`src/rtl/seq_det_pkg.sv`:
```
// Shared types and constants for the parametrised serial pattern detector.
package seq_det_pkg;

    typedef enum logic {
        S_FILL  = 1'b0,
        S_ARMED = 1'b1
    } state_t;

    localparam logic [3:0] DEF_PATTERN = 4'b1010;

    localparam int PAT_LEN_MIN = 2;
    localparam int PAT_LEN_MAX = 16;

    function automatic bit pat_len_ok(input int len);
        return (len >= PAT_LEN_MIN) && (len <= PAT_LEN_MAX);
    endfunction

endpackage

```
`src/rtl/seq_match_counter.sv`:
```
// Saturating match counter with a sticky saturation flag; clear beats increment.
module seq_match_counter #(
    parameter int CNT_W = 8
) (
    input  logic             clk,
    input  logic             reset,
    input  logic             i_inc,
    input  logic             i_clr,
    output logic [CNT_W-1:0] o_cnt,
    output logic             o_sat
);

    localparam logic [CNT_W-1:0] CNT_MAX = '1;

    logic [CNT_W-1:0] r_cnt;
    logic             r_sat;

    // NOTE: sequential state uses non-blocking assignments so every register
    // samples the pre-edge value of its neighbours, independent of statement order.
    always_ff @(posedge clk or negedge reset) begin
        if (!reset) begin
            r_cnt <= '0;
            r_sat <= 1'b0;
        end else if (i_clr) begin
            r_cnt <= '0;
            r_sat <= 1'b0;
        end else if (i_inc && (r_cnt != CNT_MAX)) begin
            r_cnt <= r_cnt + CNT_W'(1);
            if (r_cnt == (CNT_MAX - CNT_W'(1))) begin
                r_sat <= 1'b1;
            end
        end
    end

    assign o_cnt = r_cnt;
    assign o_sat = r_sat;

endmodule

```
`src/rtl/seq_detector_param.sv`:
```
// Parametrised serial pattern detector (overlapping / non-overlapping) with match counter.
// Define SEQDET_PROG_EN to add a run-time loadable pattern (pat_load / pat_in).
module seq_detector_param
    import seq_det_pkg::*;
#(
    parameter int                 PAT_LEN = 4,
    parameter logic [PAT_LEN-1:0] PATTERN = PAT_LEN'(DEF_PATTERN),
    parameter int                 CNT_W   = 8
) (
    input  logic               clk,
    input  logic               reset,
    input  logic               ip,
    input  logic               ip_valid,
    input  logic               overlap,
    input  logic               clr_cnt,
`ifdef SEQDET_PROG_EN
    input  logic               pat_load,
    input  logic [PAT_LEN-1:0] pat_in,
`endif
    output logic               op,
    output logic [CNT_W-1:0]   match_cnt,
    output logic               cnt_sat
);

    localparam int                FILL_W   = $clog2(PAT_LEN);
    localparam logic [FILL_W-1:0] FILL_MAX = FILL_W'(PAT_LEN - 1);

    if (!pat_len_ok(PAT_LEN)) begin : g_bad_pat_len
        $error("seq_detector_param: PAT_LEN out of range");
    end

    logic [PAT_LEN-2:0] r_hist;
    logic [FILL_W-1:0]  r_fill;
    state_t             r_state;
    logic               r_op;

    logic [PAT_LEN-2:0] w_hist_next;
    logic [FILL_W-1:0]  w_fill_next;
    state_t             w_state_next;
    logic [PAT_LEN-1:0] w_window;
    logic [PAT_LEN-1:0] w_pattern;
    logic               w_load;
    logic               w_match;

`ifdef SEQDET_PROG_EN
    logic [PAT_LEN-1:0] r_pattern;

    always_ff @(posedge clk or negedge reset) begin
        if (!reset) begin
            r_pattern <= PATTERN;
        end else if (pat_load) begin
            r_pattern <= pat_in;
        end
    end

    assign w_pattern = r_pattern;
    assign w_load    = pat_load;
`else
    assign w_pattern = PATTERN;
    assign w_load    = 1'b0;
`endif

    // The current bit completes the window; hist holds the older PAT_LEN-1 bits.
    assign w_window = {r_hist, ip};
    assign w_match  = !w_load && (r_state == S_ARMED) && ip_valid && (w_window == w_pattern);

    // NOTE: every output of this block gets a default first, so no path leaves
    // a signal unassigned and no latch is inferred.
    always_comb begin
        w_hist_next  = r_hist;
        w_fill_next  = r_fill;
        w_state_next = r_state;
        if (w_load) begin
            w_hist_next  = '0;
            w_fill_next  = '0;
            w_state_next = S_FILL;
        end else if (ip_valid) begin
            if (w_match && !overlap) begin
                w_hist_next  = '0;
                w_fill_next  = '0;
                w_state_next = S_FILL;
            end else begin
                w_hist_next = w_window[PAT_LEN-2:0];
                if (r_state == S_FILL) begin
                    w_fill_next = r_fill + FILL_W'(1);
                    if (r_fill == (FILL_MAX - FILL_W'(1))) begin
                        w_state_next = S_ARMED;
                    end
                end
            end
        end
    end

    always_ff @(posedge clk or negedge reset) begin
        if (!reset) begin
            r_hist  <= '0;
            r_fill  <= '0;
            r_state <= S_FILL;
            r_op    <= 1'b0;
        end else begin
            r_hist  <= w_hist_next;
            r_fill  <= w_fill_next;
            r_state <= w_state_next;
            r_op    <= w_match;
        end
    end

    seq_match_counter #(
        .CNT_W (CNT_W)
    ) u_counter (
        .clk   (clk),
        .reset (reset),
        .i_inc (w_match),
        .i_clr (clr_cnt),
        .o_cnt (match_cnt),
        .o_sat (cnt_sat)
    );

    assign op = r_op;

endmodule

```
`config.mk`:
```
export PLATFORM = sky130hd
export DESIGN_NAME = seq_detector_param
export DESIGN_NICKNAME = d
export VERILOG_FILES = /design/src/rtl/seq_det_pkg.sv /design/src/rtl/seq_match_counter.sv /design/src/rtl/seq_detector_param.sv
export SDC_FILE = /design/constraint.sdc
export NUM_CORES = 1
export LEC_CHECK = 0
export CORE_MARGIN = 2
export CORE_UTILIZATION = 48
export CTS_BUF_LIST = sky130_fd_sc_hd__clkbuf_4 sky130_fd_sc_hd__clkbuf_8
export CTS_CLUSTER_DIAMETER = 80
export DETAILED_ROUTE_END_ITERATION = 6
export GPL_TIMING_DRIVEN = 0
export PLACE_DENSITY = 0.88
export SYNTH_ARGS = -nofsm -noshare
export SYNTH_HDL_FRONTEND = slang
export SYNTH_SLANG_ARGS = --single-unit
```
`constraint.sdc`:
```
create_clock -name clk -period 1.3 [get_ports clk]
set_input_delay 0.39 -clock clk [delete_from_list [all_inputs] [get_ports clk]]
set_output_delay 0.39 -clock clk [all_outputs]
set_load 0.005 [all_outputs]
```
==> results.md <==
- The clock tree from TritonCTS is built.
- Sequential cells were found to cover 45.5% of the synthesized design area.
- The count of yosys warnings during synthesis is 0.
- Headroom to the max-slew limit came out at 51.0%.
- For this run, the total global-route usage over all layers was measured as 23.5%.
- The most area-hungry cell type in the Yosys netlist is sky130_fd_sc_hd__dfrtp_1.
- The count of input and output buffers is 14.
- The kind of path behind the tightest hold check is input pin to flip-flop.
- The total grt overflow is 0.
- For this run, the share of the core covered by cells in the final layout is 76.2%.
- The detail route stage leaves a number of antenna-violating nets equal to 0.
- The average detailed-routed wire length per instance is 16.6 um.
- The half-perimeter wire length of the detailed placement result is 1.13 mm.
- Entering global routing, the biggest net connects 17 pins.
- By area the synthesized netlist is led by sky130_fd_sc_hd__dfrtp_1 (46%), sky130_fd_sc_hd__ha_1 (4.3%), sky130_fd_sc_hd__nor2_1 (3.8%).
- Across the routed clock network, the largest skew measured is 9.30 ps.
- The run finished, with violations left.
- The number of global-route vias before repair is 758.
- Averaged over all synthesized cells, the footprint is 10.5 sq um.
- The fraction of layout cells with a size suffix above 1 is 50.8%.
- The arrival time reported for the critical path endpoint is 1510 ps.
- The kind of critical path is flip-flop to flip-flop.
- The post-route setup TNS is -106 ps.
- The startpoint type of the worst setup path is a flip-flop.
- The number of nets in the synthesized netlist is 93.
- Of all flip-flops after synthesis, the portion carrying an async set or reset was 100%.
- Final hold analysis gives a worst-case slack of 485 ps.
- Counting the fill cells in the layout gives 105.
- The height of the chip is 46.8 um.
- In this run the critical register-to-register path is captured at u_counter.o_cnt[5].
- The worst hold path passes through 2 cells.
- The synthesized netlist occupies a cell area of 880 sq um.
- Setup repair after global routing could not meet its margin everywhere.
- At the worst endpoint, the required time is 1470 ps.
- The buffer cell driving the clock tree root is sky130_fd_sc_hd__clkbuf_4.
- In this run the worst path has a maximum fanout of 4.
- For this block, the initial DRC count from the detailed router was 21.
- At the pin with the least slew margin, the transition time is 733 ps.
- The routed wire length is 2.40 mm.
- The count of cells along the worst register-to-register path is 5.
- The number of buffers created by CTS is 3.
- In this run the horizontal extent of the chip is 46.8 um.
- Setup violations remaining at the end of the flow were counted as 6.
- The hold violation count in the final report came to 0.
- The endpoint type of the worst setup path is a flip-flop.
- In the synthesized netlist, the cells that appear most often are sky130_fd_sc_hd__dfrtp_1 (16), sky130_fd_sc_hd__nor2_1 (9), sky130_fd_sc_hd__nand2_1 (5).
- The floorplan step defined a die boundary enclosing 2190 sq um.
- Including well taps, the total number of placed cells is 123.
- The analysis attributes to cell leakage a power of 0.593 nW.
- In this run the most critical hold path is launched from ip.
- Among all flip-flop cells after synthesis, the most frequent one is sky130_fd_sc_hd__dfrtp_1.
- For hold timing, the worst endpoint is r_hist[0].
- The worst setup margin is -37.8 ps.
- The total I/O pin count is 16.
- The core area is 1730 sq um.
- The post-layout instance count excluding filler cells is 145.
- The synthesized design contains 16 register bits.
- The register-to-register path setup slack is -40 ps.
- The final weighted congestion in routability-driven placement is 0.763.
- Timing analysis after detailed placement gives a worst setup slack of -624 ps.
- The clock slew at the register clock pins of the worst setup and hold paths is 100 ps.
- sky130_fd_sc_hd__dfrtp_1 is the most common cell in the netlist.
- Dividing the detail-routed via count by the number of cells gives 5.57.
- The number of enable flip-flop cells after synthesis is 0.
- Based on the critical path, the design can be clocked at up to 747 MHz.
- Max-cap violations in this run came to 0.
- Dividing total power by cell area gives a power density of 918 nW/um^2.
- The number of antenna violations at the first check in global routing was 0.
- Dividing the final minimum period by the clock period gives 103%.
- The number of placement rows is 15.
- The global-route wire length before repair is 3.55 mm.
- The top cell type by area accounts for 45.5% of the synthesized area.
- The checks that failed: setup timing.
- The shortest period the worst path allows is 1340 ps.
- Synthesis produced 84 cells.
- The number of antenna diodes in the final layout is 0.
- The H-tree depth is 1.
- The area added between synthesis and finish is 49.6%.
- The starting density of the core is 50.9%.
- The total count of max-transition violations in the final report is 0.
- The number of iterations in the first detailed-routing pass is 4.
- The clock passes through at most 2 buffers.
- The number of vias after detailed routing is 807.
- The clock latency of the later-clocked register in the worst-skew pair is 300 ps.
- The TritonCTS sink count is 16.
- The worst register-to-register path begins at u_counter.o_cnt[1].
- For this run, design rule violations remaining after detail routing come to 0.
- At the end of the flow, the number of nets in the layout was 130.
- In this run, distinct cell masters in the synthesized netlist total 38.
- The maximum vdd ir drop is 0.730 mV.
-- flip-flops by register name, summed over array words and instances (netlist names) --
signal	count
r_hist	3
r_state	1
u_counter.o_cnt	8
u_counter.o_sat	1
r_fill	2
op	1
-- worst max-delay path, cell delays in order (launching register included) --
cell	delay (ps)
sky130_fd_sc_hd__dfrtp_1	390
sky130_fd_sc_hd__buf_6	140
sky130_fd_sc_hd__nand3_4	100
sky130_fd_sc_hd__nor3_4	260
sky130_fd_sc_hd__a41o_1	250
sky130_fd_sc_hd__a21oi_2	60
-- kinds of logic after synthesis --
kind of cell	synth area share, %
multiplexers	3.70
flip-flops	45.5
AND/OR/NAND/NOR	28.3
XOR/XNOR	0.996
AO/OA/AOI/OAI	12.7
buffers and inverters	4.55
adder cells (fa/ha/maj)	4.27
-- worst max-delay path by stage --
stage | start | to | slack, ps | cells past startpoint
final | u_counter.o_cnt[1] | u_counter.o_cnt[5] | -40 | 5
after global routing | r_state | u_counter.o_cnt[2] | -100 | 5
after CTS | u_counter.o_cnt[5] | u_counter.o_cnt[7] | -20 | 5
after detailed placement | ip_valid | u_counter.o_cnt[7] | -620 | 5
after global placement | ip_valid | u_counter.o_cnt[7] | -610 | 5
after floorplan | u_counter.o_cnt[0] | u_counter.o_cnt[1] | 30 | 5
-- area by class of cell --
class	instances	area, sq um	share of cell area [%]
well taps	25	31.3	2.38
flip-flops and latches	16	403	30.6
inverters	4	15.0	1.14
plain buffers	4	37.5	2.85
multi-input cells	60	543	41.3
clock buffers	4	36.3	2.76
repair buffers	32	250	19.0
-- cell usage in the layout, fill, tap and decap left out, types with 2 or more instances in the layout --
| cell type | instances |
|---|---|
| sky130_fd_sc_hd__dfrtp_1 | 14 |
| sky130_fd_sc_hd__buf_4 | 11 |
| sky130_fd_sc_hd__buf_6 | 9 |
| sky130_fd_sc_hd__nor2_1 | 9 |
| sky130_fd_sc_hd__clkbuf_2 | 9 |
| sky130_fd_sc_hd__inv_1 | 4 |
| sky130_fd_sc_hd__nand2_1 | 3 |
| sky130_fd_sc_hd__a31oi_1 | 3 |
| sky130_fd_sc_hd__a21oi_1 | 3 |
| sky130_fd_sc_hd__clkbuf_4 | 3 |
| sky130_fd_sc_hd__nand2b_1 | 2 |
| sky130_fd_sc_hd__nor3_2 | 2 |
| sky130_fd_sc_hd__mux2_2 | 2 |
| sky130_fd_sc_hd__nand2_2 | 2 |
| sky130_fd_sc_hd__and3_1 | 2 |
| sky130_fd_sc_hd__a21oi_2 | 2 |
| sky130_fd_sc_hd__nor3b_2 | 2 |
| sky130_fd_sc_hd__ha_4 | 2 |
| sky130_fd_sc_hd__clkdlybuf4s50_1 | 2 |
| sky130_fd_sc_hd__dfrtp_2 | 2 |
-- stage by stage --
step	instance area [sq um]	power [mW]
detailed placement	1050	0.817
CTS	1270	1.16
finish	1320	1.21
global placement	1050	0.806
global route	1320	1.27
floorplan	882	0.755
-- per-layer routing --
metal / share of wire [%] / GRT usage (%) / wire length, um
met5: 0 / 0 / 0
met4: 2.5 / 8.33 / 59
met3: 3.8 / 3.85 / 92
met2: 48 / 35.6 / 1160
met1: 45 / 34.3 / 1090
-- timing repair --
| item | 4_1_cts | 5_1_grt |
|---|---|---|
| setup endpoints to repair | 23 | 20 |
| hold buffers | 0 | 0 |
| gates cloned | 1 | 0 |
| resized for setup | 40 | 24 |
| pin swaps | 5 | 9 |
| buffers inserted | 13 | 4 |
-- report_power, final --
part           internal (mW)  leakage (nW)  switching [mW]
Sequential             0.560         0.206          0.0455
Combinational          0.129         0.366           0.133
Clock                  0.171        0.0210           0.170
No activity file was read; power rests on OpenSTA's default activity.
